File: config.mk
export PLATFORM = sky130hd
export DESIGN_NAME = spi_bus_arbiter_flat
export DESIGN_NICKNAME = d
export VERILOG_FILES = /design/src/rtl/spi_bus_arbiter_if.sv /design/src/rtl/spi_bus_arbiter.sv /design/src/flat_wrapper.sv
export SDC_FILE = /design/constraint.sdc
export NUM_CORES = 1
export LEC_CHECK = 0
export CAP_MARGIN = 10
export CORE_UTILIZATION = 40
export DETAILED_ROUTE_END_ITERATION = 10
export GPL_ROUTABILITY_DRIVEN = 1
export GPL_TIMING_DRIVEN = 0
export PLACE_DENSITY = 0.78
export SYNTH_ARGS = -nofsm -noshare
export SYNTH_HDL_FRONTEND = slang
export SYNTH_SLANG_ARGS = --single-unit
File: constraint.sdc
create_clock -name clk -period 2.9 [get_ports clk]
set_input_delay 0.435 -clock clk [delete_from_list [all_inputs] [get_ports clk]]
set_output_delay 0.435 -clock clk [all_outputs]
set_load 0.01 [all_outputs]
File: src/rtl/spi_bus_arbiter_if.sv
// -----------------------------------------------------------------------------
// spi_bus_arbiter_if
//   Bundles the requester side and the SPI-master side of spi_bus_arbiter.
//   Parameters NUM_REQ and DW must match the arbiter instance.
//
//   Requester side : req, lock, wdata (in to arbiter)
//                    gnt, done, rdata, err (out of arbiter)
//   SPI master side: m_data_o, m_send, m_cs (out of arbiter)
//                    m_ready, m_data_i (in to arbiter)
//
//   modport master : the arbiter's view (it masters the shared SPI engine)
//   modport slave  : the environment's view (requesters plus SPI engine)
// -----------------------------------------------------------------------------
interface spi_bus_arbiter_if #(
  parameter int NUM_REQ = 4,
  parameter int DW      = 32
);
  logic [NUM_REQ-1:0]    req;
  logic [NUM_REQ-1:0]    lock;
  logic [NUM_REQ*DW-1:0] wdata;
  logic [NUM_REQ-1:0]    gnt;
  logic [NUM_REQ-1:0]    done;
  logic [DW-1:0]         rdata;
  logic                  err;
  logic [DW-1:0]         m_data_o;
  logic                  m_send;
  logic [NUM_REQ-1:0]    m_cs;
  logic                  m_ready;
  logic [DW-1:0]         m_data_i;

  modport master (
    input  req, lock, wdata, m_ready, m_data_i,
    output gnt, done, rdata, err, m_data_o, m_send, m_cs
  );

  modport slave (
    output req, lock, wdata, m_ready, m_data_i,
    input  gnt, done, rdata, err, m_data_o, m_send, m_cs
  );
endinterface

File: src/rtl/spi_bus_arbiter.sv
// -----------------------------------------------------------------------------
// spi_bus_arbiter
//   Shares one SPI master between NUM_REQ requesters. Word transfers are
//   granted round-robin; a requester holding lock keeps the grant (and CS)
//   across a multi-word burst. Read data and a one-cycle done pulse are
//   returned to the owner when its word completes.
//
//   Ports
//     clk  : system clock, all logic on posedge
//     rst  : asynchronous reset, active-high
//     bus  : spi_bus_arbiter_if.master
//            req/lock/wdata in, gnt/done/rdata/err out  (requesters)
//            m_data_o/m_send/m_cs out, m_ready/m_data_i in (SPI master)
//
//   Build option
//     SPI_ARB_TIMEOUT_EN : when defined, a watchdog aborts a transfer that
//     spends TIMEOUT cycles in WAIT_BUSY or WAIT_DONE, setting sticky err.
//     When undefined no counter exists, err is 0 and the FSM waits forever.
// -----------------------------------------------------------------------------
module spi_bus_arbiter #(
  parameter int NUM_REQ    = 4,
  parameter int DW         = 32,
  parameter int GAP_CYCLES = 2,
  parameter int TIMEOUT    = 255
) (
  input  logic                clk,
  input  logic                rst,
  spi_bus_arbiter_if.master   bus
);

  localparam int IW = (NUM_REQ > 1) ? $clog2(NUM_REQ) : 1;
  localparam int GW = $clog2(GAP_CYCLES + 1);

  typedef enum logic [2:0] {
    IDLE,
    ARB,
    SEND,
    WAIT_BUSY,
    WAIT_DONE,
    GAP
  } state_t;

  state_t             state_q, state_d;
  logic [IW-1:0]      rr_q, rr_d;         // last owner; also the current owner while granted
  logic [NUM_REQ-1:0] gnt_q, gnt_d;       // drives both gnt and m_cs
  logic [NUM_REQ-1:0] done_q, done_d;
  logic [DW-1:0]      rdata_q, rdata_d;
  logic [DW-1:0]      data_o_q, data_o_d;
  logic               send_q, send_d;
  logic [GW-1:0]      gap_q, gap_d;
  logic               wd_expire;

  // Per-requester write words, unpacked for indexed selection.
  logic [DW-1:0] wdata_arr [NUM_REQ];

  generate
    for (genvar gi = 0; gi < NUM_REQ; gi++) begin : g_wdata
      assign wdata_arr[gi] = bus.wdata[gi*DW +: DW];
    end
  endgenerate

  // Round-robin pick: first asserted request scanning from rr+1 with wrap.
  logic          pick_valid;
  logic [IW-1:0] pick_idx;
  logic [IW-1:0] cand_idx;
  int            cand;

  always_comb begin
    pick_valid = 1'b0;
    pick_idx   = rr_q;
    cand       = 0;
    cand_idx   = '0;
    for (int k = 1; k <= NUM_REQ; k++) begin
      cand     = (int'(rr_q) + k) % NUM_REQ;
      cand_idx = IW'(cand);
      if (!pick_valid && bus.req[cand_idx]) begin
        pick_valid = 1'b1;
        pick_idx   = cand_idx;
      end
    end
  end

  // Next-state and registered-output logic.
  always_comb begin
    state_d  = state_q;
    rr_d     = rr_q;
    gnt_d    = gnt_q;
    done_d   = '0;
    rdata_d  = rdata_q;
    data_o_d = data_o_q;
    gap_d    = gap_q;
    // m_send is the SEND state delayed by one register, so the strobe rises
    // the cycle after SEND and lasts exactly one cycle.
    send_d   = (state_q == SEND);

    case (state_q)
      IDLE: begin
        if ((|bus.req) && bus.m_ready) begin
          state_d = ARB;
        end
      end

      ARB: begin
        if (pick_valid) begin
          gnt_d           = '0;
          gnt_d[pick_idx] = 1'b1;
          data_o_d        = wdata_arr[pick_idx];
          rr_d            = pick_idx;
          state_d         = SEND;
        end else begin
          // Request withdrawn between IDLE and ARB: no grant is issued.
          state_d = IDLE;
        end
      end

      SEND: begin
        state_d = WAIT_BUSY;
      end

      WAIT_BUSY: begin
        if (!bus.m_ready) begin
          state_d = WAIT_DONE;
        end else if (wd_expire) begin
          gnt_d   = '0;
          done_d  = gnt_q;
          gap_d   = GW'(GAP_CYCLES);
          state_d = GAP;
        end
      end

      WAIT_DONE: begin
        if (bus.m_ready) begin
          rdata_d = bus.m_data_i;
          done_d  = gnt_q;
          // Burst continues only while the owner still both requests and locks.
          if (bus.lock[rr_q] && bus.req[rr_q]) begin
            data_o_d = wdata_arr[rr_q];
            state_d  = SEND;
          end else begin
            gnt_d   = '0;
            gap_d   = GW'(GAP_CYCLES);
            state_d = GAP;
          end
        end else if (wd_expire) begin
          // Watchdog abort: owner still gets done, rdata is left untouched.
          gnt_d   = '0;
          done_d  = gnt_q;
          gap_d   = GW'(GAP_CYCLES);
          state_d = GAP;
        end
      end

      GAP: begin
        if (gap_q <= GW'(1)) begin
          gap_d   = '0;
          state_d = IDLE;
        end else begin
          gap_d = gap_q - GW'(1);
        end
      end

      default: begin
        gnt_d   = '0;
        state_d = IDLE;
      end
    endcase
  end

  always_ff @(posedge clk or posedge rst) begin
    if (rst) begin
      state_q  <= IDLE;
      rr_q     <= IW'(NUM_REQ - 1);
      gnt_q    <= '0;
      done_q   <= '0;
      rdata_q  <= '0;
      data_o_q <= '0;
      send_q   <= 1'b0;
      gap_q    <= '0;
    end else begin
      state_q  <= state_d;
      rr_q     <= rr_d;
      gnt_q    <= gnt_d;
      done_q   <= done_d;
      rdata_q  <= rdata_d;
      data_o_q <= data_o_d;
      send_q   <= send_d;
      gap_q    <= gap_d;
    end
  end

`ifdef SPI_ARB_TIMEOUT_EN
  localparam int WDW = (TIMEOUT > 255) ? $clog2(TIMEOUT + 1) : 8;

  logic [WDW-1:0] wd_q, wd_d;
  logic           err_q, err_d;
  logic           in_wait;

  assign in_wait   = (state_q == WAIT_BUSY) || (state_q == WAIT_DONE);
  assign wd_expire = in_wait && (wd_q == WDW'(TIMEOUT - 1));

  always_comb begin
    // Counter restarts whenever a wait state is (re)entered.
    if (!in_wait || (state_d != state_q)) begin
      wd_d = '0;
    end else begin
      wd_d = wd_q + WDW'(1);
    end
    err_d = err_q;
    if (wd_expire &&
        (((state_q == WAIT_BUSY) && bus.m_ready) ||
         ((state_q == WAIT_DONE) && !bus.m_ready))) begin
      err_d = 1'b1;
    end
  end

  always_ff @(posedge clk or posedge rst) begin
    if (rst) begin
      wd_q  <= '0;
      err_q <= 1'b0;
    end else begin
      wd_q  <= wd_d;
      err_q <= err_d;
    end
  end

  assign bus.err = err_q;
`else
  assign wd_expire = 1'b0;
  assign bus.err   = 1'b0;
`endif

  assign bus.gnt      = gnt_q;
  assign bus.m_cs     = gnt_q;
  assign bus.done     = done_q;
  assign bus.rdata    = rdata_q;
  assign bus.m_data_o = data_o_q;
  assign bus.m_send   = send_q;

endmodule

File: src/flat_wrapper.sv
// flat-port wrapper written by rule: the top's interface ports become plain ports
module spi_bus_arbiter_flat 
#(
  parameter int NUM_REQ    = 4,
  parameter int DW         = 32,
  parameter int GAP_CYCLES = 2,
  parameter int TIMEOUT    = 255
)
  (clk, rst, bus_req, bus_lock, bus_wdata, bus_m_ready, bus_m_data_i, bus_gnt, bus_done, bus_rdata, bus_err, bus_m_data_o, bus_m_send, bus_m_cs);
  spi_bus_arbiter_if #(.NUM_REQ(NUM_REQ), .DW(DW)) bus_i ();
  input  logic clk;
  input  logic rst;
  input wire logic [$bits(bus_i.req)-1:0] bus_req;
  input wire logic [$bits(bus_i.lock)-1:0] bus_lock;
  input wire logic [$bits(bus_i.wdata)-1:0] bus_wdata;
  input wire logic [$bits(bus_i.m_ready)-1:0] bus_m_ready;
  input wire logic [$bits(bus_i.m_data_i)-1:0] bus_m_data_i;
  output wire logic [$bits(bus_i.gnt)-1:0] bus_gnt;
  output wire logic [$bits(bus_i.done)-1:0] bus_done;
  output wire logic [$bits(bus_i.rdata)-1:0] bus_rdata;
  output wire logic [$bits(bus_i.err)-1:0] bus_err;
  output wire logic [$bits(bus_i.m_data_o)-1:0] bus_m_data_o;
  output wire logic [$bits(bus_i.m_send)-1:0] bus_m_send;
  output wire logic [$bits(bus_i.m_cs)-1:0] bus_m_cs;
  assign bus_i.req = bus_req;
  assign bus_i.lock = bus_lock;
  assign bus_i.wdata = bus_wdata;
  assign bus_i.m_ready = bus_m_ready;
  assign bus_i.m_data_i = bus_m_data_i;
  assign bus_gnt = bus_i.gnt;
  assign bus_done = bus_i.done;
  assign bus_rdata = bus_i.rdata;
  assign bus_err = bus_i.err;
  assign bus_m_data_o = bus_i.m_data_o;
  assign bus_m_send = bus_i.m_send;
  assign bus_m_cs = bus_i.m_cs;
  spi_bus_arbiter #(.NUM_REQ(NUM_REQ), .DW(DW), .GAP_CYCLES(GAP_CYCLES), .TIMEOUT(TIMEOUT)) u_core (.clk(clk), .rst(rst), .bus(bus_i));
endmodule
# ---- Word-level counts from Yosys, hierarchy flattened
# Index checks and enable logic that the tools add are counted.
dict set report totals {
  reg_bits 80
  output_inout_bits 78
  in_bits 171
  elab_cells 107
}
dict set report classes {
  n_bitwise 3
  n_lt_le_gt_ge 10
  mux 49
  n_eq_ne 12
  n_reduce_logical 20
  addsub 5
}
# cell count
set op_table {}
lappend op_table {{32-bit two-way mux} 7}
lappend op_table {{32-bit binary-select mux with 2-bit select} 2}
lappend op_table {{32-bit one-hot mux with 2 select lines} 1}
lappend op_table {{4-bit two-way mux} 5}
lappend op_table {{2-bit by 3-bit less-than comparator with 1-bit output, second input constant} 6}
lappend op_table {{3-bit one-hot mux with 6 select lines} 1}
lappend op_table {{2-bit two-way mux} 8}
lappend op_table {{3-bit two-way mux} 5}
lappend op_table {{1-bit binary-select mux with 2-bit select} 6}
lappend op_table {{4-bit one-hot mux with 3 select lines} 1}
lappend op_table {{4-bit AND reduction} 3}
lappend op_table {{1-bit two-way mux} 11}
lappend op_table {{2-bit by 1-bit inequality test with 1-bit output, second input constant} 4}
lappend op_table {{4-bit OR reduction} 2}
lappend op_table {{3-bit by 2-bit equality test with 1-bit output, second input constant} 2}
lappend op_table {{3-bit equality test, second input constant} 2}
lappend op_table {{3-bit greater-or-equal comparator, second input constant} 2}
lappend op_table {{1-bit logical AND} 6}
lappend op_table {{2-bit inequality test, second input constant} 3}
lappend op_table {{2-bit NOT with 3-bit output} 2}
lappend op_table {{2-bit by 1-bit adder with 2-bit output, second input constant} 2}
lappend op_table {{2-bit adder, second input constant} 2}
lappend op_table {{2-bit one-hot mux with 2 select lines} 1}
lappend op_table {{2-bit AND reduction} 2}
lappend op_table {{10 further kinds} 13}

# ---- Logic depth before layout (Yosys ltp)
# Gate-level depths: netlist of run 1.
dict set report logic_depth {
  depth_word 19
  mapped_depth 8
  mapped_depth_nobuf 6
}

# ---- Worst setup path after synthesis of run 1
# No wires, ideal clock.
dict set report synth_path {
  path_type {reg2reg}
  start {register u_core.rr_q[0]}
  end {register u_core.data_o_q[10] (netlist: u_core.bus.m_data_o[10])}
  setup_ns 0.141
  path_stages_with_launch 9
  arrival_time_ns 1.676
  required_ns 2.759
  path_buffers 3
  period_less_slack_ns 1.817
  slack_ns 1.083
  cell_sequence {dfstp_2 > buf_4 > nand2_1 > and2_1 > buf_4 > buf_4 > a41oi_1 > a32o_1 > a31oi_1}
}
dict set report synth_between {
  elab_chain_cells 19
  elab_cells_between_ends 46
  cone_classes {4 x add/sub; 2 x eq/ne; 30 x mux; 2 x bitwise; 8 x reduce/logical}
}
# element line_no
set synth_lines {}
lappend synth_lines {{from (decl)} spi_bus_arbiter.sv:44} ;# logic [IW-1:0] rr_q, rr_d;
lappend synth_lines {{from (signal assigned)} spi_bus_arbiter.sv:172} ;# rr_q <= IW'(NUM_REQ - 1);
lappend synth_lines {{from (signal assigned)} spi_bus_arbiter.sv:181} ;# rr_q <= rr_d;
lappend synth_lines {{2-bit by 1-bit adder with 2-bit output} spi_bus_arbiter.sv:74} ;# cand = (int'(rr_q) + k) % NUM_REQ;
lappend synth_lines {{1-bit binary-select mux with 2-bit select} spi_bus_arbiter.sv:76} ;# if (!pick_valid && bus.req[cand_idx]) begin
lappend synth_lines {{1-bit two-way mux (not written as such)} spi_bus_arbiter.sv:76}
lappend synth_lines {{1-bit two-way mux} spi_bus_arbiter.sv:76}
lappend synth_lines {{1-bit logical NOT} spi_bus_arbiter.sv:76}
lappend synth_lines {{1-bit logical AND} spi_bus_arbiter.sv:76}
lappend synth_lines {{1-bit two-way mux} spi_bus_arbiter.sv:76}
lappend synth_lines {{1-bit logical NOT} spi_bus_arbiter.sv:76}
lappend synth_lines {{(+2 left out)} n/a}
lappend synth_lines {{1-bit logical NOT} spi_bus_arbiter.sv:76}
lappend synth_lines {{1-bit logical AND} spi_bus_arbiter.sv:76}
lappend synth_lines {{2-bit two-way mux} spi_bus_arbiter.sv:76}
lappend synth_lines {{2-bit NOT with 3-bit output (not written as such)} spi_bus_arbiter.sv:107} ;# data_o_d = wdata_arr[pick_idx];
lappend synth_lines {{32-bit binary-select mux with 2-bit select} spi_bus_arbiter.sv:107}
lappend synth_lines {{32-bit two-way mux (not written as such) (2 in a row)} spi_bus_arbiter.sv:107}
lappend synth_lines {{32-bit two-way mux} spi_bus_arbiter.sv:104} ;# if (pick_valid) begin
lappend synth_lines {{32-bit one-hot mux with 2 select lines} spi_bus_arbiter.sv:96} ;# case (state_q)
lappend synth_lines {{to (signal assigned)} spi_bus_arbiter.sv:185} ;# data_o_q <= data_o_d;
lappend synth_lines {{to (decl)} spi_bus_arbiter.sv:48} ;# logic [DW-1:0] data_o_q, data_o_d;
# Parallel ways exist; a longest one is shown, timed or not. The select of a mux whose other input is x is not followed.
# A chain may end at the register's enable or synchronous reset.

# ---- Final worst setup path of run 1
dict set report layout_path {
  start {input bus_req[3]}
  end {register u_core.data_o_q[7] (netlist: u_core.bus.m_data_o[7])}
}
dict set report layout_between {
  elab_chain_cells 18
  elab_cells_between_ends 34
  cone_classes {2 x eq/ne; 23 x mux; 1 x bitwise; 8 x reduce/logical}
}
# element line_no
set layout_lines {}
lappend layout_lines {{from (decl)} flat_wrapper.sv:13} ;# input wire logic [$bits(bus_i.req)-1:0] bus_req;
lappend layout_lines {{1-bit binary-select mux with 2-bit select} spi_bus_arbiter.sv:76}
lappend layout_lines {{1-bit two-way mux (not written as such)} spi_bus_arbiter.sv:76}
lappend layout_lines {{1-bit two-way mux} spi_bus_arbiter.sv:76}
lappend layout_lines {{1-bit logical NOT} spi_bus_arbiter.sv:76}
lappend layout_lines {{1-bit logical AND} spi_bus_arbiter.sv:76}
lappend layout_lines {{1-bit two-way mux} spi_bus_arbiter.sv:76}
lappend layout_lines {{1-bit logical NOT} spi_bus_arbiter.sv:76}
lappend layout_lines {{1-bit logical AND} spi_bus_arbiter.sv:76}
lappend layout_lines {{1-bit two-way mux} spi_bus_arbiter.sv:76}
lappend layout_lines {{1-bit logical NOT} spi_bus_arbiter.sv:76}
lappend layout_lines {{1-bit logical AND} spi_bus_arbiter.sv:76}
lappend layout_lines {{2-bit two-way mux} spi_bus_arbiter.sv:76}
lappend layout_lines {{2-bit NOT with 3-bit output (not written as such)} spi_bus_arbiter.sv:107}
lappend layout_lines {{32-bit binary-select mux with 2-bit select} spi_bus_arbiter.sv:107}
lappend layout_lines {{32-bit two-way mux (not written as such) (2 in a row)} spi_bus_arbiter.sv:107}
lappend layout_lines {{32-bit two-way mux} spi_bus_arbiter.sv:104}
lappend layout_lines {{32-bit one-hot mux with 2 select lines} spi_bus_arbiter.sv:96}
# Parallel ways exist; a longest one is shown, timed or not. The select of a mux whose other input is x is not followed.

==> results of run 1 <==
flip-flops by register name, summed over array words and instances, names as in the netlist:
| signal | flops |
|---|---|
| u_core.bus.done | 4 |
| u_core.bus.gnt | 4 |
| u_core.bus.m_data_o | 32 |
| u_core.bus.m_send | 1 |
| u_core.bus.rdata | 32 |
| u_core.gap_q | 2 |
| u_core.rr_q | 2 |
| u_core.state_q | 3 |
cells in the final DEF (no fill, tap or decap), types with 2 or more instances in the layout:
| cell type | instances |
|---|---|
| a21oi_1 | 6 |
| a22oi_1 | 2 |
| a31oi_1 | 34 |
| a32o_1 | 33 |
| a41oi_1 | 32 |
| and2_1 | 6 |
| and3_1 | 3 |
| buf_2 | 23 |
| buf_4 | 14 |
| buf_6 | 2 |
| clkbuf_1 | 16 |
| clkbuf_16 | 9 |
| clkdlybuf4s50_1 | 247 |
| clkinv_2 | 2 |
| clkinvlp_4 | 2 |
| dfrtp_1 | 78 |
| dfstp_2 | 2 |
| diode_2 | 2 |
| mux2_1 | 26 |
| mux2_2 | 7 |
| mux4_2 | 32 |
| nand2_1 | 137 |
| nand2b_1 | 4 |
| nor2_1 | 42 |
| nor2b_1 | 2 |
| nor3_1 | 3 |
| o21ai_0 | 6 |
| o22ai_1 | 5 |
| or2_1 | 3 |
cell families after synthesis:
| family | after synthesis |
|---|---|
| AND/OR/NAND/NOR | 210 |
| AO/OA/AOI/OAI | 128 |
| flip-flops | 80 |
| multiplexers | 66 |
| buffers and inverters | 58 |
| other | 1 |
how the worst max path moves through the flow:
stage                from                             endpoint  slack [ns]  cells after the start
6_report       bus_req[3]   u_core.bus.m_data_o[7]$_DFFE_PP0P_        0.43                      7
5_1_grt        bus_req[2]  u_core.bus.m_data_o[18]$_DFFE_PP0P_        0.21                      7
4_1_cts        bus_req[3]   u_core.bus.m_data_o[7]$_DFFE_PP0P_        0.43                      7
3_5_place_dp   bus_req[3]   u_core.bus.m_data_o[7]$_DFFE_PP0P_        0.08                      7
3_3_place_gp          rst  u_core.bus.m_data_o[20]$_DFFE_PP0P_       -0.88                      2
2_1_floorplan         rst         u_core.bus.done[0]$_DFF_PP0_        0.42                      1
stage by stage:
step | setup TNS, ns | std cells | setup slack [ns] | hold WS [ns] | power [mW]
CTS | 0 | 978 | 0.425 | 0.460 | 8.44
global placement | -68.40 | 962 | -0.879 | 0.467 | 7.26
floorplan | 0 | 543 | 0.417 | 0.483 | 5.22
global route | 0 | 980 | 0.209 | 0.491 | 8.98
finish | 0 | 980 | 0.433 | 0.454 | 8.45
detailed placement | 0 | 963 | 0.0808 | 0.476 | 7.38
power by group through the flow:
stage / clock, mW / sequential [mW] / combinational [mW]
final: 1.04 / 1.98 / 5.43
after global routing: 1.12 / 2.05 / 5.82
after CTS: 1.05 / 1.98 / 5.41
after floorplan: 0 / 2.17 / 3.06
after detailed placement: 0 / 2.00 / 5.39
after global placement: 0 / 1.97 / 5.29
layout make-up:
type	instances	area, um2	share of cell area
well taps	172	215	0.0258
plain buffers	56	307	0.0367
flip-flops and latches	80	2000	0.240
repair buffers	248	2500	0.299
diodes	2	5.00	0.000599
clock buffers	10	239	0.0286
inverters	2	10.0	0.00120
clock inverters	5	33.8	0.00404
multi-input cells	405	3040	0.364
per-layer routing:
metal  track usage  vias up  share of wire
met1         0.346     2740           0.38
met5             0        -              0
met2         0.481      408           0.49
li1              -     2567              -
met3        0.0552       50          0.099
met4         0.126        0          0.031
==> run metrics, run 1 <==
worst path cell trace clkdlybuf4s50_1, or2_1, or3_1, nand3b_2, o2bb2ai_2, clkbuf_1, a31oi_1; Worst R2R Start u_core.rr_q[1]$_DFFE_PP1P_; Worst Hold Class in2async; top cells by area, synth dfrtp_1 36%, mux4_2 13%, nand2_1 9.6%; Clock transition at path regs approximately 0.060 ns; GR Overflow Total 0; RSZ-0062 raised after global routing false; FMAX about 0.4 GHz; final core occ 0.652; clk_lat worst skew approximately 0.33 ns; status finished clean; setup slack, reg-to-reg roughly 0.53 ns; CP max FO 10; Power Density approximately 1000 mW/mm2; hold_buf cts 0; clk_skew 0.00810 ns; post-detail-place hpwl 14900 um; Fin. Hold Viols 0; reg-to-reg endpoint u_core.bus.m_data_o[7]$_DFFE_PP0P_; top cell type's share of synthesized area 0.364; GPL Wtd Cong 0.921; Post-Synthesis Cells roughly 540; top cells by count, synth 137 x nand2_1, 78 x dfrtp_1, 42 x nor2_1, 34 x a31oi_1, 33 x a32o_1; Core Area between 0.01 and 0.015 mm2; Worst-Margin Slew ~0.68 ns; Post-synth EDFFs 0; crit path DAT about 2.7 ns; final setup fails 0; Post-Synth Adder-Cell Area 0; Num CTS Buffers 9; largest family of logic cells by synthesized area multiplexers; CTS sink count 80; gr usage total 0.283; fraction of layout cells with a size suffix above 1 0.135; Yosys cell types between 40 and 50; crit end category flip-flop; fillcell total 1016; Gate power share 0.642; sequential share of the synthesized area 0.374; Port Buffers between 200 and 250; routed wire length between 15000 and 20000 um; first-pass GRT wire length 31100 um; Root Driver clkbuf_16; clock buffer depth 2; Leakage approximately 3.2 nW; Yosys top cell by area dfrtp_1; most frequent cell after synthesis nand2_1; Die Span Y ~120 um; DR WL/cell approximately 20 um; Data required, critical path approximately 3.1 ns; area of the die between 0.01 and 0.015 mm2; post-placement cell area 0.00808 mm2; Initial Util 0.418; Synth async-reset ratio 1.00; Post-CTS Resized 0; Psw 3.47 mW; Synth Register Bits 80; period utilization 0.851; I/O pins 249; routed vias/inst around 5.9; kind of cell adding the most delay to the critical path buffers and inverters; initial antenna violation count 2; Rows 41; largest net degree at the start of global routing 50; Mean Syn Cell Area ~9.9 um2; Synth Area in Compound Gates 0.195; yosys warns 0; number of global-route vias before repair roughly 5800; slowest cell on the critical path clkdlybuf4s50_1; worst r2r path cells 6; fin crit period 2.47 ns; H-tree depth 3; first-pass detailed-route iteration total 7; Initial DRC Count about 500; peak supply drop about 0.66 mV; Area Overhead vs Synth 55.9%; mux contribution to synthesized area 0.206; Die Span X between 100 and 150 um; Synth Flop Type dfrtp_1; Worst Setup Start Kind primary input; pins over their slew limit 0; mapped cell area between 0.005 and 0.006 mm2; layout net count 973; Max-slew headroom 0.545; simple-gate share of the synthesized area 0.166; Pint roughly 5 mW; sequential power share 0.234; xor/xnor share of the synthesized area 0; final instance area between 0.008 and 0.009 mm2; sw frac 0.410; Worst Path Buf+Inv 2; total vias in the final route around 5800; clock power share 0.123; DRC 0; CP max stage delay 0.55 ns; CTS tree yes; syn_nets 714; CP Class in2reg; Final ANT Viol Nets 0; max cap viols 0; Post-CTS Setup Bufs 0
No activity file was read; power rests on OpenSTA's default activity.
==> run 2, diff against run 1 <==
--- a/config.mk
+++ b/config.mk
@@ -7,10 +7,12 @@
 export LEC_CHECK = 0
 export CAP_MARGIN = 10
 export CORE_UTILIZATION = 40
+export CTS_BUF_LIST = sky130_fd_sc_hd__clkbuf_8
 export DETAILED_ROUTE_END_ITERATION = 10
 export GPL_ROUTABILITY_DRIVEN = 1
 export GPL_TIMING_DRIVEN = 0
 export PLACE_DENSITY = 0.78
+export RECOVER_POWER = 25
 export SYNTH_ARGS = -nofsm -noshare
 export SYNTH_HDL_FRONTEND = slang
 export SYNTH_SLANG_ARGS = --single-unit
==> constraint.sdc (replaced) <==
create_clock -name clk -period 2.8 [get_ports clk]
set_input_delay 0.42 -clock clk [delete_from_list [all_inputs] [get_ports clk]]
set_output_delay 0.42 -clock clk [all_outputs]
set_load 0.01 [all_outputs]
==> run metrics, run 2 (synthesized netlist as in run 1, its figures left out) <==
RSZ-0062 raised after global routing false (unchanged); Max-slew headroom 0.150 (was 0.545); reg-to-reg endpoint u_core.bus.m_data_o[13]$_DFFE_PP0P_ (was u_core.bus.m_data_o[7]$_DFFE_PP0P_); pins over their slew limit 0 (unchanged); DR WL/cell 19.9 um (was 20.0 um); Power Density 1020 mW/mm2 (was 1010 mW/mm2); Worst Setup Start Kind primary input (unchanged); FMAX around 0.41 GHz; crit path DAT 2.65 ns (about the same); WHS 0.487 ns (was 0.454 ns); first-pass detailed-route iteration total 4 (was 7); Port Buffers 247 (unchanged); slowest cell on the critical path clkdlybuf4s50_1 (unchanged); clk_lat worst skew 0.35 ns (was 0.33 ns); Initial Util 0.418 (unchanged); worst r2r path cells 6 (unchanged); Fin. Hold Viols 0 (unchanged); Worst R2R Start u_core.rr_q[1]$_DFFE_PP1P_ (unchanged); period utilization 0.872; initial antenna violation count 2 (unchanged); post-detail-place hpwl 14900 um (unchanged); clk_skew 0.0129 ns (was 0.00810 ns); Post-CTS Setup Bufs 0 (unchanged); Post-CTS Resized 0 (unchanged); Worst-Margin Slew 1.27 ns (was 0.683 ns); Data required, critical path 3.01 ns (was 3.08 ns); first-pass GRT wire length 31000 um (was 31100 um); WHS Path Cells 1; status finished clean (unchanged); peak supply drop 0.665 mV (was 0.663 mV); gr usage total 0.282 (was 0.283); CP max FO 10 (unchanged); layout net count 973 (unchanged); Clock transition at path regs 0.09 ns (was 0.06 ns); worst path cell trace clkdlybuf4s50_1, or2_1, or3_1, nand3b_2, o2bb2ai_2, clkbuf_1, a31oi_1 (unchanged); fin crit period 2.44 ns; Die Span X 118 um (unchanged); worst slack, placed -0.00419 ns (was 0.0808 ns); setup slack, reg-to-reg 0.42 ns (was 0.53 ns); routed vias/inst 5.86 (was 5.88); Num CTS Buffers 9 (unchanged); DRC 0 (unchanged); total vias in the final route 5744 (was 5765); CTS sink count 80 (unchanged); I/O pins 249 (unchanged); max cap viols 0 (unchanged); Core Area 0.0128 mm2 (unchanged); Rows 41 (unchanged); Setup WS post-layout 0.359 ns (was 0.433 ns); Worst Hold Class reg2reg (was in2async); CP max stage delay 0.56 ns (was 0.55 ns); crit end category flip-flop (unchanged); Area Overhead vs Synth 53.6% (was 55.9%); Initial DRC Count 423 (was 512); most common cell after layout, fill and taps aside clkdlybuf4s50_1 (unchanged); Die Span Y 118 um (unchanged); number of global-route vias before repair 5867 (was 5794); Hold Path End u_core.bus.rdata[16]$_DFFE_PP0P_; area of the die 0.0139 mm2 (unchanged); Leakage 3.18 nW (was 3.24 nW); fraction of layout cells with a size suffix above 1 0.134 (was 0.135); clock buffer depth 2 (unchanged); hold_buf cts 0 (unchanged); worst hold start u_core.bus.rdata[16]$_DFFE_PP0P_; final setup fails 0 (unchanged); CTS tree yes (unchanged); CP Class in2reg (unchanged); GR Overflow Total 0 (unchanged); Final ANT Viol Nets 0 (unchanged); final instance area 0.00823 mm2 (was 0.00836 mm2); most frequent cells in the layout 246 x clkdlybuf4s50_1, 137 x nand2_1, 78 x dfrtp_1 (was 247 x clkdlybuf4s50_1, 137 x nand2_1, 78 x dfrtp_1); routed wire length 19500 um (was 19600 um); Tot Pwr 8.42 mW (was 8.45 mW); GPL Wtd Cong 0.921 (unchanged); Root Driver clkbuf_8 (was clkbuf_16); largest net degree at the start of global routing 50 (unchanged); post-placement cell area 0.00808 mm2 (unchanged); H-tree depth 3 (unchanged)
==> run 2: where the power goes <==
group | internal (mW) | total, mW | switching [mW]
Clock | 0.340 | 0.761 | 0.421
Sequential | 1.72 | 2.05 | 0.327
Combinational | 2.81 | 5.61 | 2.80
==> run 2: area by class of cell <==
type,count,area [um2]
multi-input combinational,405,3040
inverter,2,8.76
tap,172,215
timing repair buffer,248,2480
antenna,2,5.00
sequential,80,2000
buffer,56,305
clock inverter,5,33.8
fill,1029,4590
clock buffer,10,138
==> run 2: critical path: cells and delay by family <==
family	cells	cell delay, ns
buf+inv	2	1.05
compound gates	2	0.65
simple gates	3	0.52
==> run 2: worst max path at each step <==
stage                from                             endpoint  slack (ns)  depth (start not counted)
2_1_floorplan         rst         u_core.bus.done[0]$_DFF_PP0_        0.33                          1
3_3_place_gp          rst  u_core.bus.m_data_o[20]$_DFFE_PP0P_       -0.96                          2
3_5_place_dp   bus_req[3]   u_core.bus.m_data_o[7]$_DFFE_PP0P_      -0.004                          7
4_1_cts        bus_req[3]   u_core.bus.m_data_o[0]$_DFFE_PP0P_        0.36                          7
5_1_grt        bus_req[2]  u_core.bus.m_data_o[18]$_DFFE_PP0P_        0.16                          7
6_report       bus_req[3]  u_core.bus.m_data_o[13]$_DFFE_PP0P_        0.36                          7
==> run 2: stage by stage <==
stage	TNS, ns	instances	utilization
2_1_floorplan	0	543	-
3_3_place_gp	-75.20	962	0.628
3_5_place_dp	-0.00419	963	0.630
4_1_cts	0	978	0.643
5_1_grt	0	980	0.642
6_report	0	980	0.642
==> run 2: metal layers <==
layer  part of all wire  track usage  routed length [um]  up-vias
met3              0.095       0.0591                1860       45
met4              0.030        0.144                 593        0
li1                   -            -                   -     2561
met5                  0            0                   0        -
met1               0.38        0.338                7480     2726
met2               0.49        0.478                9560      412
